<file path="src/rtl/gray_pkg.sv">
// Shared definitions for the Gray code monitor: state encoding and
// Gray/binary conversion helpers usable from both RTL and benches.
package gray_pkg;

  localparam int unsigned GRAY_WIDTH = 3;

  typedef enum logic [1:0] {
    IDLE  = 2'd0,
    TRACK = 2'd1,
    FAULT = 2'd2
  } state_t;

  // Binary is the XOR of the code with all of its right shifts; upper bits
  // beyond width must be zero on entry.
  function automatic logic [31:0] gray2bin(input logic [31:0] g, input int unsigned width);
    logic [31:0] b;
    b = g;
    for (int unsigned i = 1; i < width; i++) begin
      b = b ^ (g >> i);
    end
    return b;
  endfunction

  function automatic logic [31:0] bin2gray(input logic [31:0] b);
    return b ^ (b >> 1);
  endfunction

endpackage

</file>
<file path="src/rtl/gray2bin_dec.sv">
// Parameterised combinational Gray-to-binary decoder.
module gray2bin_dec
  import gray_pkg::*;
#(
  parameter int unsigned WIDTH = GRAY_WIDTH
) (
  input  logic [WIDTH-1:0] gray,
  output logic [WIDTH-1:0] binary
);

  always_comb begin
    binary = WIDTH'(gray2bin(32'(gray), WIDTH));
  end

endmodule

</file>
<file path="src/rtl/gray_monitor.sv">
// Gray code consumer: decodes incoming samples, checks that each accepted
// code holds or advances by one, counts wraps and latches protocol faults.
module gray_monitor
  import gray_pkg::*;
#(
  parameter int unsigned WIDTH = GRAY_WIDTH,
  parameter int unsigned CNT_W = 8
) (
  input  logic             Clk,
  input  logic             Reset,
  input  logic             En,
  input  logic [WIDTH-1:0] Gray,
  output logic [WIDTH-1:0] Binary,
  output logic             Locked,
  output logic             WrapPulse,
  output logic [CNT_W-1:0] Wraps,
  output logic             Error
);

  state_t           state, state_n;
  logic [WIDTH-1:0] dec;
  logic [WIDTH-1:0] bin_inc;
  logic [WIDTH-1:0] bin_n;
  logic             locked_n;
  logic             pulse_n;
  logic [CNT_W-1:0] wraps_n;
  logic             err_n;

  gray2bin_dec #(.WIDTH(WIDTH)) u_dec (
    .gray   (Gray),
    .binary (dec)
  );

  assign bin_inc = Binary + WIDTH'(1);

  always_comb begin
    state_n  = state;
    bin_n    = Binary;
    locked_n = Locked;
    pulse_n  = 1'b0;
    wraps_n  = Wraps;
    err_n    = Error;
    case (state)
      IDLE: begin
        if (En) begin
          bin_n    = dec;
          locked_n = 1'b1;
          state_n  = TRACK;
        end
      end
      TRACK: begin
        if (En && dec != Binary) begin
          if (dec == bin_inc) begin
            bin_n = dec;
            // A +1 step out of all-ones is exactly the wrap to zero.
            if (Binary == '1) begin
              pulse_n = 1'b1;
              if (Wraps != '1) wraps_n = Wraps + CNT_W'(1);
            end
          end else begin
            err_n    = 1'b1;
            locked_n = 1'b0;
            state_n  = FAULT;
          end
        end
      end
      FAULT: ;
      default: state_n = IDLE;
    endcase
  end

  always_ff @(posedge Clk) begin
    if (Reset) begin
      state     <= IDLE;
      Binary    <= '0;
      Locked    <= 1'b0;
      WrapPulse <= 1'b0;
      Wraps     <= '0;
      Error     <= 1'b0;
    end else begin
      state     <= state_n;
      Binary    <= bin_n;
      Locked    <= locked_n;
      WrapPulse <= pulse_n;
      Wraps     <= wraps_n;
      Error     <= err_n;
    end
  end

endmodule

</file>
<file path="config.mk">
export PLATFORM = sky130hd
export DESIGN_NAME = gray_monitor
export DESIGN_NICKNAME = d
export VERILOG_FILES = /design/src/rtl/gray_pkg.sv /design/src/rtl/gray2bin_dec.sv /design/src/rtl/gray_monitor.sv
export SDC_FILE = /design/constraint.sdc
export NUM_CORES = 1
export LEC_CHECK = 0
export CAP_MARGIN = 25
export CORE_AREA = 2 2 49 51
export CTS_BUF_LIST = sky130_fd_sc_hd__clkbuf_4 sky130_fd_sc_hd__clkbuf_8 sky130_fd_sc_hd__clkbuf_16
export DETAILED_ROUTE_END_ITERATION = 12
export DIE_AREA = 0 0 51 53
export GPL_TIMING_DRIVEN = 0
export HOLD_SLACK_MARGIN = 0.15
export MAX_ROUTING_LAYER = met4
export PLACE_DENSITY_LB_ADDON = 0.08
export SYNTH_ARGS = -nofsm -noshare
export SYNTH_HDL_FRONTEND = slang
export SYNTH_SLANG_ARGS = --single-unit
</file>
<file path="constraint.sdc">
create_clock -name Clk -period 2.4 [get_ports Clk]
set_clock_uncertainty 0.05 [all_clocks]
set_input_delay 0.48 -clock Clk [delete_from_list [all_inputs] [get_ports Clk]]
set_output_delay 0.48 -clock Clk [all_outputs]
set_load 0.1 [all_outputs]
</file>
# --- After elaboration in Yosys (flattened, before gate mapping) ---
# Cells that the tools add are included.
totals:
  ff_bits: 16
  ram_bits: 0
  latch_bits: 0
  romBits: 0
  out_inout_bits: 14
  memories: 0
  word_cells: 46
classes:
  n_bitwise: 6
  div_mod_pow: 0
  n_lt_le_gt_ge: 0
  add_sub_neg: 2
  shifts: 0
  reduce_logical: 9
  n_eq_ne: 10
  n_mux: 13
  multipliers: 0
op_table:
  columns: ["cell", "n"]
  rows:
  - ["$reduce_and A4 Y1", 3]
  - ["$mux W3", 3]
  - ["$add A8 B1 Y8 const B", 1]
  - ["$ne A2 B2 Y1 const B", 4]
  - ["$ne A8 B8 Y1 const B", 1]
  - ["$mux W2", 3]
  - ["$pmux W2 S3", 1]
  - ["$pmux W3 S2", 1]
  - ["$reduce_and A5 Y1", 1]
  - ["$mux W1", 4]
  - ["$not A1 Y1", 4]
  - ["$reduce_or A4 Y1", 1]
  - ["$add A3 B1 Y3 const B", 1]
  - ["$eq A3 B3 Y1", 1]
  - ["$eq A3 B3 Y1 const B", 1]
  - ["$ne A3 B3 Y1", 1]
  - ["$reduce_and A3 Y1", 1]
  - ["$xor A3 B1 Y3", 1]
  - ["$xor A3 B2 Y3", 1]
  - ["$eq A2 B1 Y1 const B", 1]
  - ["$eq A2 B2 Y1 const B", 1]
  - ["$logic_not A2 Y1", 1]
  - ["$pmux W1 S2", 1]
  - ["$reduce_bool A2 Y1", 1]
  - ["$logic_and A1 B1 Y1", 1]

# --- Longest topological paths before layout ---
# Gate-level depths: netlist (run 1).
depth:
  depth_word: 6
  mapped_depth: 8

# --- Hierarchy ---
# Synthesis (run 1) repeated with hierarchy kept, for this count alone.
unflattened:
  hier_cells: 89
  area_unflattened_um2: 835.8
by_module_without_submodules:
  columns: ["mod", "area_each_um2", "cells_each", "instances", "seq_area_each_um2"]
  rows:
  - ["gray_monitor", 795.8, 86, 1, 320.3]
  - ["gray2bin_dec", 40.0, 3, 1, 0.0]

# --- Worst setup path after synthesis (run 1) ---
# No wires, ideal clock.
synth_timing:
  path_type: "reg-to-reg"
  startpoint: "reg Binary[1]"
  endpoint: "reg Wraps[7]"
  period_less_slack_ns: 2.980
  path_slack_ns: -0.580
  stages_incl_launch_ff: 8
  required_ns: 2.280
  arrival_ns: 2.860
  n_path_buf: 0
  setup_ns: 0.070
  cell_sequence: "dfxtp_1 ha_1 ha_1 or4_1 a21o_1 and2_4 or4_1 a21oi_1"
synth_between:
  elab_chain_cells: 3
  word_cells_on_any_way: 6
  classes_between: "1 x add/sub; 3 x eq/ne; 2 x reduce/logical"
synth_rtl:
  columns: ["element", "line", "text"]
  rows:
  - ["from (decl)", "gray_monitor.sv:13", "output logic [WIDTH-1:0] Binary,"]
  - ["from (signal assigned)", "gray_monitor.sv:82", "Binary <= bin_n;"]
  - ["$add A3 B1 Y3 or $ne A3 B3 Y1 (tied branches)", "gray_monitor.sv:34, gray_monitor.sv:52", null]
  - ["$eq A3 B3 Y1 or $logic_and A1 B1 Y1 (tied branches)", "gray_monitor.sv:53, gray_monitor.sv:52", null]
  - ["$reduce_and A5 Y1 (no source line) *", null, null]
  - ["to (signal assigned)", "gray_monitor.sv:85", "Wraps <= wraps_n;"]
  - ["to (decl)", "gray_monitor.sv:16", "output logic [CNT_W-1:0] Wraps,"]
# Every way passes the cells marked *; elsewhere a longest branch is shown, timed or not.
# A chain may end at the register's enable or synchronous reset.

# --- Worst setup path after layout (run 1) ---
layout_timing:
  startpoint: "reg Binary[2]"
  endpoint: "out Binary[2]"
# No word-level cell between the ends.

==> impl_results.md, run 1 <==
* Outcome: complete, no violations
* Fmax at 424 MHz
* Vias in the first global route at a little over 800
* Finished Cell Area at around 1200 um^2
* Largest net degree at the start of global routing at 11
* PwrDens at about 570 nW/um^2
* Total Nets Final at roughly 140
* Max Buffers Root-to-Sink at 2
* DRC viols at 0
* Clock share of power at 0.271
* First-pass GRT wire length at 3.55 mm
* Area of the multi-input gates at between 500 and 600 um^2
* Setup crit end kind: output port
* Core ar. at 2150 um^2
* Hold Vio Cnt, Final at 0
* Relative slew slack at 0.353
* Switching share of total power at 0.351
* Dpl hpwl at 1.46 mm
* Critical Path AT at roughly 1800 ps
* I/O pins at 20
* Static Leak at ~0.55 nW
* Gate Count Post-Synth at approximately 110
* Fillers at around 220
* DRT Wirelength at ~2.0 mm
* Final worst setup slack at approximately 43 ps
* Register area at ~330 um^2
* Post-synth top area share at 0.358
* Hold crit path type: register to register
* Flops & latches, synth at 16
* H-tree lvl count at 1
* Area delta synth->final at 33.9%
* Critical path's largest stage delay at ~1100 ps
* Final Cycle Share at 0.982
* RSZ-0062 raised after global routing: no
* Fin util at 0.559
* CP Launch Type: register
* Slew Viols, Final at 0
* Vias/cell at approximately 5.5
* Final Non-Filler Cells at 156
* Type of the worst setup path: register to output port
* Synth cell count leaders: 16 x dfxtp_1, 11 x nor2_1, 8 x a21oi_1
* Flop pwr share at 0.439
* Die area at 2700 um^2
* Crit path max fanout at 5
* Yosys warnings at 0
* Share of cells above drive strength 1 at 0.164
* Synth area leaders: dfxtp_1 36%, nor2_1 4.6%, a21oi_1 4.5%
* P_int at 0.440 mW
* Place WS at -210 ps
* CP Cell Sequence: clkdlybuf4s50_1
* Switch Pwr at 0.239 mW
* Wire per inst at 13.0 um
* Clk pin slew, worst setup/hold paths at 100 ps
* DR vias at ~860
* Minimum clock period at ~2400 ps
* Tot Pwr at between 0.6 and 0.7 mW
* EDFF count, synth at 0
* WP data required at 1870 ps
* Top-count cell post-synth: dfxtp_1
* Worst path buffer plus inverter count at 1
* Starting DRC count in detailed routing at 7
* Maximum vdd ir drop at between 0.2 and 0.3 mV
* Synth Cell Area at 896 um^2
* Post-synthesis sequential area ratio at 0.358
* N_diodes at 0
* Critical-path top delay cell: clkdlybuf4s50_1
* GPL Wtd Cong at ~0.84
* Die height at ~53 um
* Gr ovfl total at 0
* Max Cap Violations at 0
* # rows at 17
* Post-CTS Hold Buffers at 0
* Routed Antenna Nets at 0
* Synth area leader: dfxtp_1
* Drt pass-1 iters at 4
* CTS sink cnt at 16
* Placed cell area at 1110 um^2
* Clock buffer count from CTS at 3
* Initial Utilization at 0.417
* CTS tree: yes
* Worst-Skew Late Latency at 290 ps
* Ys async rst share at 0
* # setup viols final at 0
* Mapped Avg Cell Area at between 8 and 9 um^2
* Port bufs at 16
* Worst R2R Setup Slack at about 80 ps
* Root buffer cell: clkbuf_4
* Top delay family on crit path: buffers and inverters
* Logic pwr share at 0.290
* Synth cell types at 35
* Gr usage total at 0.185
* Die W at approximately 50 um
* Dominant synthesized flop cell: dfxtp_1
* Placed cells at 151
* Initial antenna violation count at 0
* Net count after synthesis at ~120
* Slew @ Worst Pin at around 970 ps
cells by family after synthesis:
logic type,after synthesis,synth area share
DFF,16,0.358
and+or+nand+nor,52,0.335
xor gates and xnor gates,3,0.0293
muxes,5,0.0587
AOI/OAI and AO/OA,22,0.141
buffers and inverters,6,0.0363
adders and majority gates,3,0.0419
cell type report:
class | count | area share
sequential | 16 | 0.276
inverter | 1 | 0.00313
clock buffer | 4 | 0.0302
buffer | 5 | 0.0261
timing repair buffer | 17 | 0.145
multi-input combinational | 85 | 0.490
tap | 28 | 0.0292
flip-flops by register name, summed over array words and instances (netlist names):
register and cells:
state 2, WrapPulse 1, Binary 3, Locked 1, Wraps 8, Error 1
cell usage in the layout (no fill, tap or decap), types with 3 or more instances in the layout:
| cell | n |
|---|---|
| dlymetal6s2s_1 | 5 |
| dfxtp_4 | 3 |
| clkbuf_4 | 4 |
| nor2_1 | 11 |
| o21ai_0 | 7 |
| nand3_1 | 6 |
| dlygate4sd2_1 | 5 |
| a21oi_1 | 7 |
| nor2b_1 | 4 |
| nand2_1 | 5 |
| and3_1 | 6 |
| mux2i_1 | 3 |
| clkdlybuf4s50_1 | 6 |
| dfxtp_1 | 13 |
path summary, 6_finish.rpt:
kind              depth (start not counted)        end  startpoint
setup / recovery                          1  Binary[2]   Binary[2]
hold / removal                            2      Error       Error
setup reg to reg                          7   Wraps[2]   Binary[0]
hold reg to reg                           2      Error       Error
power by group through the flow:
stage | clock, mW | sequential [mW] | combinational, mW
after global routing | 0.205 | 0.301 | 0.213
after CTS | 0.193 | 0.297 | 0.190
after floorplan | 0 | 0.370 | 0.0787
final | 0.184 | 0.298 | 0.197
after global placement | 0 | 0.303 | 0.187
after detailed placement | 0 | 0.303 | 0.189
metal layers:
metal / global-route usage / vias up / share of wire
met5: - / - / 0
met4: 0.108 / 0 / 0.026
met3: 0.0339 / 5 / 0.040
met2: 0.316 / 21 / 0.48
met1: 0.203 / 402 / 0.45
li1: - / 436 / -
repair_timing:
item / CTS / global route
resized for setup: 5 / 11
setup endpoints to repair: 6 / 16
setup buffers: 0 / 1
per-stage QoR:
step	TNS, ps	hold WS [ps]
finish	0	406
CTS	-7.54	397
global route	0	434
global placement	-975	385
detailed placement	-1490	396
floorplan	0	417
No activity file was read; power rests on OpenSTA's default activity.
==> run 2, diff against run 1 <==
CTS_CLUSTER_DIAMETER = 100   (was default)
PLACE_DENSITY = 0.78   (was default)
PLACE_DENSITY_LB_ADDON = default   (was 0.08)
SKIP_CTS_REPAIR_TIMING = 1   (was default)
==> impl_results.md, run 2 (synthesis gave the netlist of run 1 again) <==
* Outcome: complete, no violations
* Gr ovfl total at 0
* Max layer used: met4
* Hold path start: Error
* PwrDens at approximately 570 nW/um^2
* Starting DRC count in detailed routing at 12
* Maximum vdd ir drop at 0.383 mV
* Routed Antenna Nets at 0
* First-pass GRT wire length at 3.59 mm
* Worst reg2reg path startpoint: Binary[1]
* Hold Path Sink: Error
* CP Cell Sequence: clkdlybuf4s50_1
* Die height at 53 um
* Critical Path Source: Binary[0]
* Share of cells above drive strength 1 at 0.133
* Setup TNS at 0 ps
* Setup crit end kind: output port
* Critical path's largest stage delay at between 1000 and 1500 ps
* Worst reg2reg path endpoint: Wraps[2]
* Area delta synth->final at 33.0%
* DR vias at about 900
* Worst path buffer plus inverter count at 1
* Final Cycle Share at 0.981
* Die W at 51 um
* Largest net degree at the start of global routing at 11
* DRC viols at 0
* Worst R2R Setup Slack at approximately 60 ps
* Core ar. at around 2100 um^2
* Critical Path AT at about 1800 ps
* Met3 routed WL at 109 um
* Relative slew slack at 0.341
* Vias in the first global route at 883
* CP Launch Type: register
* Placed cell area at roughly 1100 um^2
* Hold crit path type: register to register
* Initial Utilization at 0.417
* Hold path cells at 2
* Hold slack at between 400 and 500 ps
* # setup viols final at 0
* Max Buffers Root-to-Sink at 2
* Finished Cell Area at roughly 1200 um^2
* Wire per inst at about 13 um
* Place WS at -172 ps
* Drt pass-1 iters at 4
* Total Nets Final at between 100 and 150
* Vias/cell at 5.61
* Slew @ Worst Pin at roughly 990 ps
* DRT Wirelength at between 2 and 2.5 mm
* Reg2Reg Depth at 7
* Critical-path top delay cell: clkdlybuf4s50_1
* Met2 wire len at roughly 1.0 mm
* H-tree lvl count at 1
* Slew Viols, Final at 0
* N_diodes at 0
* Type of the worst setup path: register to output port
* Clock buffer count from CTS at 3
* CTS tree: yes
* Max reg flops at 8
* Most frequent cells in the layout: 13 x dfxtp_1, 11 x nor2_1, 9 x clkdlybuf4s50_1
* Top Registers: Wraps (8), Binary (3), state (2)
* Worst-Skew Late Latency at between 200 and 300 ps
* Final worst setup slack at between 40 and 50 ps
* Fmax at 425 MHz
* Fin util at 0.554
* Gr usage total at 0.178
* Most common cell after layout, fill and taps aside: dfxtp_1
* M1 WL at ~910 um
* Minimum clock period at 2350 ps
* Top delay family on crit path: buffers and inverters
* Dpl hpwl at between 1 and 1.5 mm
* Initial antenna violation count at 0
* Clk pin slew, worst setup/hold paths at around 100 ps
* WP data required at between 1500 and 2000 ps
* Root buffer cell: clkbuf_4
* Max Cap Violations at 0
* Port bufs at 16
* I/O pins at 20
* Die area at 2700 um^2
* # rows at 17
* Crit path max fanout at 4
* Static Leak at about 0.56 nW
* Largest Register: Wraps
* GPL Wtd Cong at ~0.85
* CTS sink cnt at 16
* Hold Vio Cnt, Final at 0
run 2: cell count changes in the layout (fill, tap and decap cells not counted):
cell and delta:
nor3_1 +1, xnor2_1 +1, clkdlybuf4s50_1 +3, a21oi_2 -1, dlygate4sd2_1 -5, dlymetal6s2s_1 +2
xnor2_2 -1, or4_1 +1, a21oi_1 +1, nor3_2 -1, or4_4 -1
run 2: metal layers:
metal	global-route usage	vias up
met1	0.196	409
met4	0.0946	0
met3	0.0311	2
li1	-	436
met2	0.307	28
met5	-	-
run 2: cell type report:
class | instances | area [um^2]
sequential | 16 | 332
buffer | 5 | 31.3
tap | 28 | 35.0
multi-input combinational | 85 | 568
clock buffer | 4 | 36.3
inverter | 1 | 3.75
fill | 207 | 957
timing repair buffer | 17 | 185
run 2: per-stage QoR:
stage,std cells,power (mW)
6_report,156,0.673
2_1_floorplan,107,0.449
3_5_place_dp,151,0.492
5_1_grt,156,0.709
4_1_cts,155,0.675
3_3_place_gp,151,0.486
run 2: power breakdown:
| part | total, mW | internal, mW | switching (mW) |
|---|---|---|---|
| registers | 0.298 | 0.280 | 0.0179 |
| clock network | 0.180 | 0.0924 | 0.0879 |
| logic | 0.195 | 0.0665 | 0.129 |
| total | 0.673 | 0.439 | 0.234 |
run 2: worst max path at each step:
stage,to,depth (start not counted)
after global routing,Wraps[3],7
after global placement,Wraps[2],6
after CTS,Wraps[3],1
after detailed placement,Wraps[2],6
after floorplan,Wraps[7],7
final,Binary[0],1
run 2: worst reg2reg max path: stages (launching register included):
cell and delay [ps]:
dfxtp_4 380, ha_4 160, ha_4 210, or4_1 400, a21o_1 230, a21oi_1 260
and3_1 210, mux2_2 330
==> RTL edit 1: new RTL, settings of run 2 <==
Make the reset (`Reset`) asynchronous in one clocked block.
--- a/src/rtl/gray_monitor.sv
+++ b/src/rtl/gray_monitor.sv
@@ -70,5 +70,5 @@
   end
 
-  always_ff @(posedge Clk) begin
+  always_ff @(posedge Clk or posedge Reset) begin
     if (Reset) begin
       state     <= IDLE;
Formal check against the unedited RTL: differs if Reset is asserted again (counterexample within 4 cycles, from zero or initial values and one cycle with Reset high); with Reset held inactive, the same outputs for 10 cycles.
==> RTL edit 1 against run 2 <==
The run now ends with setup timing left. Final area is 23% higher. Worst setup slack lost 0.23 ns. Wire length up 7.9%. Critical endpoint is now Binary[1]. Cell count fell by 9.0%. Highest routed layer unchanged. Utilization grew 13 points. Area after synthesis grew 10%. Register-to-register slack lost 0.24 ns. Worst hold slack better by 0.026 ns. Sequential cell count unchanged.
Power is not compared: it rests on default switching activity, and its combinational part moved more than twofold at a synthesized area within 25%.
==> RTL edit 1: results (changes against run 2) <==
Clock network
  – H-tree depth: 1 (unchanged)
  – Worst-path clk slew: 0.10 ns (about the same)

Global route
  – Wire length of the first global-routing pass: 3110 um (-13%)
  – Pin count of the biggest net entering global routing: 17 (+6)
  – GR Util All Layers: 16.0% (-1.8 points)
  – Met3 Track Usage GR: 1.69% (-1.4 points)
  – Met1 Use GR: 19.4% (-0.12 points)
  – Vias in the first global route: 692 (-22%)
  – Grt met2 use: 26.4% (-4.3 points)

Critical path
  – CP arrival: 2.71 ns (+0.89 ns)
  – Crit path largest cell delay: 0.53 ns (-0.61 ns)
  – Top delay family on crit path: simple AND/OR/NAND/NOR gates
  – Crit Path Max Fanout: 5 (+1)
  – Worst R2R Setup Slack: -0.18 ns (-0.24 ns)
  – End point of the critical path: Binary[1]
  – Worst R2R Path Depth: 8 (+1)
  – Setup crit start: Binary[1]

Yosys
  – Leading post-synthesis cells by cell area: dfrtp_1 41%, nor4_2 6.3%, xor2_1 6.2%
  – Syn avg cell area: 11.6 um2 (+39%)
  – Synth cell count leaders: 16 x dfrtp_1, 7 x xor2_1
  – Sequential area share after synthesis: 40.6% (+4.8 points)
  – Count of different cell masters after synthesis: 32 (-8.6%)
  – Main synth FF type: dfrtp_1
  – Syn nets: 94 (-19%)
  – FFs w/ async S/R, synth: 100% (+100 points)

Cells and area
  – FILL cells: 155 (-25%)
  – Share of layout cells above drive strength 1: 35.1% (+22 points)
  – Final Net Count: 124 (-10%)

Placement
  – DP HPWL: 1340 um (-11%)
  – DP Cell Count: 130 (-14%)
  – Place WS: -0.313 ns (-0.142 ns)
  – DP Area: 1260 um2 (+13%)
  – RePlAce Congestion: 0.866 (+2.2%)

Routing
  – Detailed Route WL: 2230 um (+7.9%)
  – WL met2: 1130 um (+9.9%)
  – Drt first pass iters: 4 (unchanged)
  – Wire per inst: 15.7 um (+19%)
  – Total number of vias: 801 (-8.5%)
  – DRT met1 WL: 990 um (+8.8%)
  – Met3 wire length: 85 um (-22%)
  – Number of DRC markers in iteration 0: 3 (-9)

Hold path
  – Hold worst-path end: state[0]
  – Hold path startpoint: state[1]
  – Hold Path Cell Cnt: 1 (-1)

Timing
  – Final setup violating endpoints: 10 (+10)
  – Fin Setup TNS: -1.13 ns (-1.13 ns)
  – Worst setup margin: -0.181 ns (-0.226 ns)
  – Hold_ws: 0.433 ns (+0.0260 ns)

Outcome
  – Failing checks: setup timing
  – Status: complete, but fails checks

Power
  – Total power: between 0.0015 and 0.002 W
## RTL edit 1: changes by cell type in the layout (fill, tap and decap cells not counted), moves of 4 or more
cell,change
nand2_1,-4
nor2_1,-8
nor4_4,+4
buf_4,+5
mux2_4,+5
and3_1,-6
a21oi_1,-7
dfrtp_1,+13
o21ai_0,-7
inv_1,+4
xor2_1,+5
dfxtp_1,-13
nand4_1,+4
## RTL edit 1: cells by family after synthesis
group / after synthesis / share of synthesized area, %
fa+ha+maj: 3 / 3.80
mux: 8 / 8.87
xor+xnor: 8 / 7.86
compound gates: 8 / 9.51
buf+inv: 8 / 4.56
flops: 16 / 40.6
simple gates: 34 / 24.8
## RTL edit 1: cell type report
cell class / instances / area (um2) / share of cell area, %
multi-input combinational: 62 / 671 / 45.6
timing repair buffer: 24 / 265 / 18.0
sequential: 16 / 409 / 27.8
tap: 28 / 35.0 / 2.38
clock buffer: 4 / 36.3 / 2.47
inverter: 5 / 18.8 / 1.28
buffer: 3 / 35.0 / 2.38
==> RTL edit 2: new RTL, settings of run 2 <==
Made on the original files. Set the parameter `CNT_W` to 10 (it was 8).
--- a/src/rtl/gray_monitor.sv
+++ b/src/rtl/gray_monitor.sv
@@ -5,5 +5,5 @@
 #(
   parameter int unsigned WIDTH = GRAY_WIDTH,
-  parameter int unsigned CNT_W = 8
+  parameter int unsigned CNT_W = 10
 ) (
   input  logic             Clk,
Ports: changed (resized Wraps); port bits go from 20 to 22. No check against the original RTL was run, so the function may have changed too.
==> RTL edit 2 against run 2 <==
Cell count up 6.4%. Area after synthesis rose by 9.1%. Final area increased by 18%. Worst setup slack worse by 0.024 ns. Largest power group unchanged. Synthesized cell count grew 5.6%. Critical endpoint is now Binary[2]. Sequential cell count up 2. Wire length increased by 9.3%. Total power grew 2.4%. Critical path type unchanged.
==> RTL edit 2: results (changes against run 2) <==
Clock network
  – Clk root buf: clkbuf_4
  – CTS Buf Count: 3 (unchanged)
  – Worst-path clk slew: ~0.11 ns
  – H-tree depth: 1 (unchanged)
  – CTS max path bufs: 2 (unchanged)
  – Clock Latency Late Sink: ~0.30 ns

Cells and area
  – FILL cells: 177 (-14%)
  – Final Net Count: 148 (+7.2%)
  – Regs by FF count: Wraps (10), Binary (3), state (2)
  – Share of layout cells above drive strength 1: 22.5% (+9.2 points)
  – Ant. Diodes: 0 (unchanged)

Yosys
  – Synth cell count leaders: 18 x dfxtp_1, 11 x nor2_1, 7 x a21oi_1, 7 x nand3_1
  – Yosys warnings: 0 (unchanged)
  – FFs w/ async S/R, synth: 0% (unchanged)
  – Sequential area share after synthesis: 36.9% (+1.1 points)
  – Count of different cell masters after synthesis: 40 (+14%)
  – Syn nets: 122 (+5.2%)
  – Leading post-synthesis cells by cell area: dfxtp_1 37%, nor2_1 4.2%, ha_1 3.8%
  – Main synth FF type: dfxtp_1
  – Syn avg cell area: 8.65 um2 (+3.3%)

Routing
  – Drt first pass iters: 4 (unchanged)
  – # DRC: 0 (unchanged)
  – DRT met1 WL: 1000 um (+10%)
  – Number of DRC markers in iteration 0: 16 (+4)
  – Vias per cell: 5.81 (+3.5%)
  – Total number of vias: 964 (+10%)
  – Detailed Route WL: 2260 um (+9.3%)
  – Top routing layer in use: met4
  – Met3 wire length: 70 um (-36%)
  – WL met2: 1150 um (+11%)

Timing
  – Max_slew headroom: 35.4% (+1.3 points)

Global route
  – Initial antenna violation count: 0 (unchanged)
  – GR Util All Layers: 17.9% (+0.11 points)
  – Grt met2 use: 31.4% (+0.65 points)
  – Pin count of the biggest net entering global routing: 11 (unchanged)
  – Wire length of the first global-routing pass: 3580 um (-0.20%)
  – Vias in the first global route: 865 (-2.0%)
  – Met3 Track Usage GR: 1.69% (-1.4 points)
  – Met1 Use GR: 20.2% (+0.65 points)

Critical path
  – Crit Path Max Fanout: 5 (+1)
  – CP arrival: 1.85 ns (+0.03 ns)
  – Crit path largest cell delay: 1.14 ns (about the same)
  – Top delay family on crit path: buffers and inverters
  – CP max stage cell: clkdlybuf4s50_1

Placement
  – RePlAce Congestion: 0.762 (-10%)
  – DP Area: 1270 um2 (+14%)
  – DP Cell Count: 160 (+6.0%)
  – Place WS: -0.191 ns (-0.0188 ns)
  – Number of port buffers: 19 (+3)
  – DP HPWL: 1570 um (+5.3%)

Outcome
  – Status: completed

Power
  – Pwr dens: 492 nW/um2 (-13%)
  – Worst IR Drop VDD: 0.000272 V (-29%)
  – Leak Pwr: 0.566 nW (+1.0%)

Hold path
  – Worst min path class: input port to flip-flop
==> RTL edit 2: changes by cell type in the layout (fill, tap and decap cells not counted), moves of 2 or more <==
cell / before / now
dfxtp_1: 13 / 8
nor3b_1: 2 / 0
dfxtp_2: 0 / 7
a21oi_1: 8 / 6
mux2_2: 2 / 0
inv_1: 1 / 4
clkdlybuf4s50_1: 9 / 13
mux2_1: 0 / 2
nand3b_1: 0 / 2
o21ai_0: 7 / 3
and3_1: 6 / 1
==> RTL edit 2: final timing paths <==
check	startpoint	endpoint	slack, ns	cells after the start
worst max-delay path	Binary[2]	Binary[2]	0.02	1
worst min-delay path	Gray[2]	Binary[2]	0.42	3
worst max register to register	Binary[0]	Wraps[9]	0.03	7
worst min register to register	state[1]	state[0]	0.42	1
==> RTL edit 2: cell type report <==
cell class              instances  share of cell area [%]
well taps                      28                    2.50
plain buffers                   6                    2.77
flip-flops and latches         18                    27.1
multi-input cells              85                    48.3
inverters                       4                    1.07
clock buffers                   4                    2.59
repair buffers                 21                    15.7
==> RTL edit 2: where the power goes <==
| part | switching, W | total (W) | internal (W) |
|---|---|---|---|
| Sequential | 0.0000131 | 0.000324 | 0.000311 |
| Clock | 0.000103 | 0.000195 | 0.0000926 |
| Combinational | 0.000111 | 0.000171 | 0.0000597 |
| Total | 0.000227 | 0.000690 | 0.000463 |
==> RTL edit 2: cell families (layout without fill, tap and decap cells) <==
family | after synthesis | count (layout) | share of synthesized area, %
AO/OA/AOI/OAI | 25 | 25 | 17.0
XOR/XNOR | 3 | 3 | 2.69
adder cells (fa/ha/maj) | 3 | 3 | 3.84
buffers and inverters | 10 | 35 | 4.86
flip-flops | 18 | 18 | 36.9
multiplexers | 6 | 6 | 6.53
AND/OR/NAND/NOR | 48 | 48 | 28.2
